**src/rtl/ext_ar_buffer_fifo.sv**
```systemverilog
// AXI AR-channel buffer: DEPTH-entry FIFO for read-address beats with optional
// fall-through and an outstanding-read limiter that waits for R-last beats.
module ext_ar_buffer_fifo #(
  parameter int unsigned ID_WIDTH        = 4,
  parameter int unsigned ADDR_WIDTH      = 32,
  parameter int unsigned USER_WIDTH      = 6,
  parameter int unsigned DEPTH           = 4,
  parameter bit          FALL_THROUGH    = 1'b0,
  parameter int unsigned MAX_OUTSTANDING = 8,
  localparam int unsigned AR_WIDTH  = 29 + ADDR_WIDTH + USER_WIDTH + ID_WIDTH,
  localparam int unsigned CNT_WIDTH = $clog2(DEPTH + 1),
  localparam int unsigned OUT_WIDTH = (MAX_OUTSTANDING == 0) ? 1 : $clog2(MAX_OUTSTANDING + 1)
) (
  input  logic                 clk_i,
  input  logic                 rst_i,
  input  logic                 slave_valid_i,
  input  logic [AR_WIDTH-1:0]  slave_ar_i,
  output logic                 slave_ready_o,
  output logic                 master_valid_o,
  output logic [AR_WIDTH-1:0]  master_ar_o,
  input  logic                 master_ready_i,
  input  logic                 r_last_i,
  output logic [CNT_WIDTH-1:0] count_o,
  output logic [OUT_WIDTH-1:0] outstanding_o,
  output logic                 err_o
);

  localparam int unsigned PTR_WIDTH = (DEPTH > 1) ? $clog2(DEPTH) : 1;
  // With the limiter disabled the counter still tracks, saturating at all-ones.
  localparam logic [OUT_WIDTH-1:0] OUT_MAX =
      (MAX_OUTSTANDING == 0) ? {OUT_WIDTH{1'b1}} : OUT_WIDTH'(MAX_OUTSTANDING);

  logic [AR_WIDTH-1:0]  mem_q [DEPTH];
  logic [PTR_WIDTH-1:0] wptr_q, wptr_d;
  logic [PTR_WIDTH-1:0] rptr_q, rptr_d;
  logic [CNT_WIDTH-1:0] count_q, count_d;
  logic [OUT_WIDTH-1:0] outstanding_q, outstanding_d;
  logic                 err_q, err_d;

  logic can_issue, empty, full, bypass;
  logic push, pop, bypass_hs, wr_en, rd_en;

  function automatic logic [PTR_WIDTH-1:0] ptr_inc(input logic [PTR_WIDTH-1:0] p);
    return (p == PTR_WIDTH'(DEPTH - 1)) ? '0 : p + 1'b1;
  endfunction

  // Handshake decode and output muxing; ready depends only on occupancy.
  always_comb begin
    can_issue = (MAX_OUTSTANDING == 0) || (outstanding_q < OUT_MAX);
    empty     = (count_q == '0);
    full      = (count_q == CNT_WIDTH'(DEPTH));
    bypass    = FALL_THROUGH && empty;

    slave_ready_o  = !full && !rst_i;
    master_valid_o = 1'b0;
    master_ar_o    = '0;
    if (!rst_i) begin
      if (bypass) begin
        master_valid_o = slave_valid_i && can_issue;
        master_ar_o    = slave_ar_i;
      end else begin
        master_valid_o = !empty && can_issue;
        master_ar_o    = mem_q[rptr_q];
      end
    end

    push      = slave_valid_i && slave_ready_o;
    pop       = master_valid_o && master_ready_i;
    // A bypassed beat never touches storage or pointers.
    bypass_hs = bypass && pop;
    wr_en     = push && !bypass_hs;
    rd_en     = pop && !bypass_hs;
  end

  // Next-state for pointers, occupancy, outstanding counter and error flag.
  always_comb begin
    wptr_d        = wr_en ? ptr_inc(wptr_q) : wptr_q;
    rptr_d        = rd_en ? ptr_inc(rptr_q) : rptr_q;
    count_d       = count_q;
    outstanding_d = outstanding_q;
    err_d         = err_q;

    if (wr_en && !rd_en) begin
      count_d = count_q + 1'b1;
    end else if (rd_en && !wr_en) begin
      count_d = count_q - 1'b1;
    end

    if (pop && !r_last_i) begin
      if (outstanding_q != OUT_MAX) begin
        outstanding_d = outstanding_q + 1'b1;
      end
    end else if (r_last_i && !pop) begin
      if (outstanding_q == '0) begin
        err_d = 1'b1;
      end else begin
        outstanding_d = outstanding_q - 1'b1;
      end
    end
  end

  // State registers and storage; reset clears everything including entries.
  always_ff @(posedge clk_i or posedge rst_i) begin
    if (rst_i) begin
      wptr_q        <= '0;
      rptr_q        <= '0;
      count_q       <= '0;
      outstanding_q <= '0;
      err_q         <= 1'b0;
      for (int i = 0; i < int'(DEPTH); i++) begin
        mem_q[i] <= '0;
      end
    end else begin
      wptr_q        <= wptr_d;
      rptr_q        <= rptr_d;
      count_q       <= count_d;
      outstanding_q <= outstanding_d;
      err_q         <= err_d;
      if (wr_en) begin
        mem_q[wptr_q] <= slave_ar_i;
      end
    end
  end

  assign count_o       = count_q;
  assign outstanding_o = outstanding_q;
  assign err_o         = err_q;

endmodule

```
**config.mk**
```make
export PLATFORM = sky130hd
export DESIGN_NAME = ext_ar_buffer_fifo
export DESIGN_NICKNAME = d
export VERILOG_FILES = /design/src/rtl/ext_ar_buffer_fifo.sv
export SDC_FILE = /design/constraint.sdc
export NUM_CORES = 1
export LEC_CHECK = 0
export CORE_MARGIN = 10
export CORE_UTILIZATION = 52
export DETAILED_ROUTE_END_ITERATION = 16
export PLACE_DENSITY_LB_ADDON = 0.05
export REMOVE_ABC_BUFFERS = 1
export SYNTH_ARGS = -nofsm -noshare
export SYNTH_HDL_FRONTEND = slang
export SYNTH_SLANG_ARGS = --single-unit
```
**constraint.sdc**
```tcl
create_clock -name clk_i -period 14.3 [get_ports clk_i]
set_input_delay 2.86 -clock clk_i [delete_from_list [all_inputs] [get_ports clk_i]]
set_output_delay 2.86 -clock clk_i [all_outputs]
set_load 0.005 [all_outputs]
```
==> flow_summary.yaml, run 1 <==
clock_network:
  htree_levels: 1
  clk_latency_ps: 560
  cts_tree: "built"
  cts.sinks: 296
  clk_path_buf_depth: 3
  path_clk_slew_ps: 60
  cts_hold_buffers: 0
  cts_buffers: 31
  post_cts_buffers: 0
  cts_root_buffer: "clkbuf_16"
  postCtsResizedCells: 0
pwr:
  p_sw_share_pct: 27.8
  p_int_uw: 2900
  pwr-share-clk_pct: 19.2
  ir_worst_vdd_uv: 106
  power.leakage_uw: 0.00822
  p_seq_share_pct: 38.9
  combPwrFrac_pct: 41.9
  p_per_area_mw_per_mm2: 232
  net-switching-power_uw: 1120
detailed_routing:
  drt_iter0_drc: 348
  vias: 7503
  drt-total-wl_mm: 31.2
  wire_per_inst_um: 22.7
  antenna_left: 0
  drc_errors: 0
  vias_per_cell: 5.46
  drt-pass1-iter-count: 4
worst_setup_path:
  crit_fanout: 187
  end_kind: "output port"
  crit_slowest_cell: "buf_12"
  cp_top_family: "buffers and inverters"
  rr_worst_depth: 11
  slowest_delay_ps: 660
  critPathArrivalTime_ps: 5620
  cp-start-kind: "input pin"
  path_buf_inv: 4
  worstPathCellList: "clkdlybuf4s50_1 > inv_8 > buf_12 > and2_1 > clkdlybuf4s50_1"
  cpMostUsedCell: "clkdlybuf4s50_1"
  path_class: "in2out"
  crit_cells: 5
  ff2ff_setup_slack_ps: 11870
  cp.required_ps: 11440
timing:
  period_needed_ps: 8480
  setup_tns_ps: 0
  fin_crit_sh_pct: 59.3
  setup_violations: 0
  relSlewSlack_pct: 36.0
  drv_slew: 0
  fin_skew_ps: 14.2
  fmax_mhz: 118
  tightestPinTransition_ps: 960
  rsz0062_at_grt: "no"
  hold_viol_final: 0
placed_design:
  gp_congestion: 0.744
  io_buffers: 156
  dp_hpwl_mm: 18.5
  placedCellCount: 1321
layout:
  antenna_cells: 0
  layout_common_cells: "294 x dfrtp_1, 280 x mux2_4, 156 x clkdlybuf4s50_1"
  drive_above_1_share_pct: 42.0
  fin_nets: 1064
  layout_commonest_cell: "dfrtp_1"
  finish.utilization_pct: 61.7
  syn2layout_area_growth_pct: 16.2
  instances_no_fill: 1375
synth:
  ys_seq_area_share_pct: 49.8
  synth.distinct_cells: 26
  ys_ff_latch: 296
  syn_avg_cell_area_sq_um: 17.8
  synth_flop_cell: "dfrtp_1"
  synthArstFlopShare_pct: 100
  ys_warn_count: 0
  synth_edf_count: 0
  syn_area_sq_mm: 0.0149
  syn_inst: 834
hold_path:
  hold_path.class: "reg2reg"
  hold_depth: 1
die:
  io_pins: 157
  rows: 61
  coreArea_sq_mm: 0.0280
  start_util_pct: 53.1
  fp.dieArea_sq_mm: 0.0358
  die_w_um: 189
  die_height_um: 189
status:
  status: "completed"
global_routing:
  grt_pass1_vias: 8662
  track_usage_pct: 17.6
  grt_pass1_wl_mm: 50.9
  grt_max_degree: 188
  antenna_found_initial: 1
  overflow: 0
job:
  cap_violations: 0
## state kept, by name, indices dropped and copies added, names as in the netlist
name	flops
wptr_q	2
outstanding_o	4
mem_q	284
err_o	1
count_o	3
rptr_q	2
## cell usage after synthesis, types with 2 or more instances
master    count  area (sq um)
xor2_1        3          26.3
nand2_8       4          80.1
ha_1         10           125
dfrtp_1     296          7410
buf_2         8          40.0
fa_1          2          40.0
nor3_1        3          15.0
a21oi_1       4          20.0
mux2_2        7          78.8
buf_12       28           561
clkbuf_1     14          52.6
inv_1         8          30.0
nand2_1       6          22.5
mux2_4      280          4200
o21ai_0       3          15.0
mux4_2       71          1600
nor2_1        5          18.8
xnor2_1       4          35.0
and2_1       71           444
## worst reg2reg max path, cell delays in order (launching register included)
cell and delay, ps:
dfrtp_1 490, nor3_1 90, nor3_1 220, nand2_1 210, inv_1 100, ha_1 170
inv_1 110, ha_1 340, a21oi_1 170, and3_1 170, o21ai_0 90, xnor2_1 160
## layout make-up
type,count,area [sq um]
Fill cell,2050,10700
Sequential cell,296,7410
Multi-Input combinational cell,478,6780
Timing Repair Buffer,161,1610
Clock buffer,49,943
Tap cell,378,473
Inverter,8,37.5
Clock inverter,5,28.8
## power by group through the flow
stage	Sequential [uW]	Clock, uW	Combinational [uW]
2_1_floorplan	1500	0	1230
3_3_place_gp	1530	0	1670
3_5_place_dp	1570	0	1710
4_1_cts	1570	793	1720
5_1_grt	1630	826	1810
6_report	1560	769	1680
## stage by stage
step | cell area, sq um | power [uW] | hold WS [ps] | worst slack, ps
after floorplan | 14200 | 2730 | 466 | 1230
after global placement | 16300 | 3190 | 451 | 5920
after detailed placement | 16300 | 3280 | 477 | 5780
after CTS | 17300 | 4080 | 491 | 5780
after global routing | 17300 | 4260 | 497 | 5560
final | 17300 | 4020 | 482 | 5820
## cell families after synthesis
group / Yosys count / synth area share [%]
adders and majority gates: 12 / 1.11
DFF: 296 / 49.8
buffers and inverters: 60 / 4.69
and+or+nand+nor: 93 / 4.19
muxes: 358 / 39.5
xor gates and xnor gates: 7 / 0.412
AOI/OAI and AO/OA: 8 / 0.294
## final timing paths
kind,endpoint,start
min in group asynchronous,count_o[2]$_DFFE_PP0P_,rst_i
min,err_o$_DFFE_PP0P_,err_o$_DFFE_PP0P_
max in group asynchronous,mem_q[277]$_DFFE_PP0P_,rst_i
max,master_ar_o[45],rst_i
max reg2reg,outstanding_o[3]$_DFFE_PP0P_,count_o[0]$_DFFE_PP0P_
min reg2reg,err_o$_DFFE_PP0P_,err_o$_DFFE_PP0P_
## per-layer routing
metal	routed length, um	part of all wire (%)	vias up	track usage [%]
met3	1570	5.0	44	3.73
met2	15300	49	142	29.0
li1	-	-	3303	-
met1	13700	44	4012	23.4
met4	553	1.8	2	3.60
met5	13	0.042	-	0
Power figures use the tool's default switching activity.
==> run 2: changes to the inputs <==
- clock period: 14.3 -> 7.5 ns (I/O delays scaled with it)
==> run 2 against run 1 <==
Effect of this change: global-route usage increased by 0.48 points; combinational power increased by 95%; setup slack got worse by 3700 ps; wire length increased by 2.8%; clock skew decreased by 1.7 ps; via count increased by 1.3%; sequential power increased by 88%; clock-buffer cell count increased by 6; largest power group unchanged; register-to-register slack got worse by 6900 ps; first-iteration DRC count increased by 1.7%; hold slack got worse by 16 ps; final area increased by 1.3%; highest routed layer is now met4.
==> flow_summary.yaml, run 2 (synthesized netlist as in run 1, its figures left out) <==
status:
  status: "completed"
clock_network:
  cts.sinks: 296
  cts_tree: "built"
  htree_levels: 2
  postCtsResizedCells: 0
  clk_path_buf_depth: 3
  clk_latency_ps: 500
  cts_root_buffer: "clkbuf_16"
  post_cts_buffers: 0
  cts_hold_buffers: 0
  path_clk_slew_ps: 60
  cts_buffers: 34
layout:
  syn2layout_area_growth_pct: 17.7
  drive_above_1_share_pct: 42.6
  instances_no_fill: 1390
  finish.utilization_pct: 62.5
  largest-register: "mem_q"
  layout_commonest_cell: "dfrtp_1"
  design_area_sq_mm: 0.0175
  layout_common_cells: "294 x dfrtp_1, 280 x mux2_4, 156 x clkdlybuf4s50_1"
  largest_reg_flops: 284
  fin_nets: 1076
worst_setup_path:
  worstPathCellList: "clkdlybuf4s50_1 > inv_8 > buf_12 > and2_1 > clkdlybuf4s50_1"
  critPathArrivalTime_ps: 3900
  slowest_delay_ps: 610
  cp.required_ps: 6000
  crit_fanout: 120
  end_kind: "output port"
  cpMostUsedCell: "clkdlybuf4s50_1"
  crit_slowest_cell: "inv_8"
  cp-start-kind: "input pin"
  path_class: "in2out"
placed_design:
  io_buffers: 156
  placedInstanceArea_sq_mm: 0.0164
  gp_congestion: 0.763
  placedCellCount: 1330
  dp_hpwl_mm: 19.4
die:
  start_util_pct: 53.1
  coreArea_sq_mm: 0.0280
  io_pins: 157
  die_w_um: 189
  rows: 61
  fp.dieArea_sq_mm: 0.0358
  die_height_um: 189
global_routing:
  track_usage_pct: 18.0
  grt_max_degree: 121
  grt_pass1_wl_mm: 51.8
  grt_pass1_vias: 8890
  antenna_found_initial: 2
  overflow: 0
timing:
  hold_viol_final: 0
  relSlewSlack_pct: 33.0
  drv_slew: 0
  fin_crit_sh_pct: 71.9
  setup_violations: 0
  fmax_mhz: 185
  fin_skew_ps: 12.5
  tightestPinTransition_ps: 1000
  rsz0062_at_grt: "no"
  setup_tns_ps: 0
  period_needed_ps: 5400
job:
  cap_violations: 0
pwr:
  power.leakage_uw: 0.00833
  ir_worst_vdd_uv: 226
  p_per_area_mw_per_mm2: 448
detailed_routing:
  drt_iter0_drc: 354
  vias: 7602
  drc_errors: 0
  drt-total-wl_mm: 32.0
  drt-pass1-iter-count: 4
  vias_per_cell: 5.47
  antenna_left: 0
  wire_per_inst_um: 23.0
hold_path:
  hold_path.class: "reg2reg"
run 2: final timing paths:
| check | slack (ps) | cells after the start | end | from |
|---|---|---|---|---|
| max in group asynchronous | 4640 | 4 | mem_q[114]$_DFFE_PP0P_ | rst_i |
| max reg2reg | 4980 | 11 | outstanding_o[3]$_DFFE_PP0P_ | count_o[0]$_DFFE_PP0P_ |
| min in group asynchronous | 1650 | 2 | count_o[0]$_DFFE_PP0P_ | rst_i |
| min reg2reg | 470 | 1 | err_o$_DFFE_PP0P_ | err_o$_DFFE_PP0P_ |
| max | 2100 | 5 | master_ar_o[13] | rst_i |
| min | 470 | 1 | err_o$_DFFE_PP0P_ | err_o$_DFFE_PP0P_ |
run 2: final cells by class:
type / count / area, sq um
Timing Repair Buffer: 170 / 1690
Tap cell: 378 / 473
Fill cell: 2007 / 10500
Inverter: 8 / 37.5
Clock buffer: 55 / 1070
Sequential cell: 296 / 7410
Multi-Input combinational cell: 478 / 6780
Clock inverter: 3 / 40.0
Antenna cell: 2 / 5.00
run 2: worst max-delay path: cells and delay by family:
family,cells,cell delay [ps]
buf+inv,4,2040
simple gates,1,210
run 2: layer usage:
| metal | GRT usage [%] | share of wire, % |
|---|---|---|
| met5 | 0 | 0 |
| met4 | 4.73 | 1.9 |
| met3 | 3.56 | 4.6 |
| met2 | 30.3 | 50 |
| met1 | 23.4 | 44 |
run 2: per-stage QoR:
step                      hold slack (ps)  power [uW]  setup slack (ps)
final                                 466        7850              2100
after CTS                             469        7940              2090
after global routing                  484        8280              1870
after floorplan                       466        5210             -3000
after global placement                449        6100              2200
after detailed placement              455        6260              2090
run 2: report_power, final:
part | total [uW] | switching (uW) | internal [uW] | leakage [uW]
clock | 1640 | 630 | 1010 | 0.000547
combinational | 3280 | 996 | 2280 | 0.00421
sequential | 2930 | 527 | 2400 | 0.00357
total | 7850 | 2150 | 5690 | 0.00833
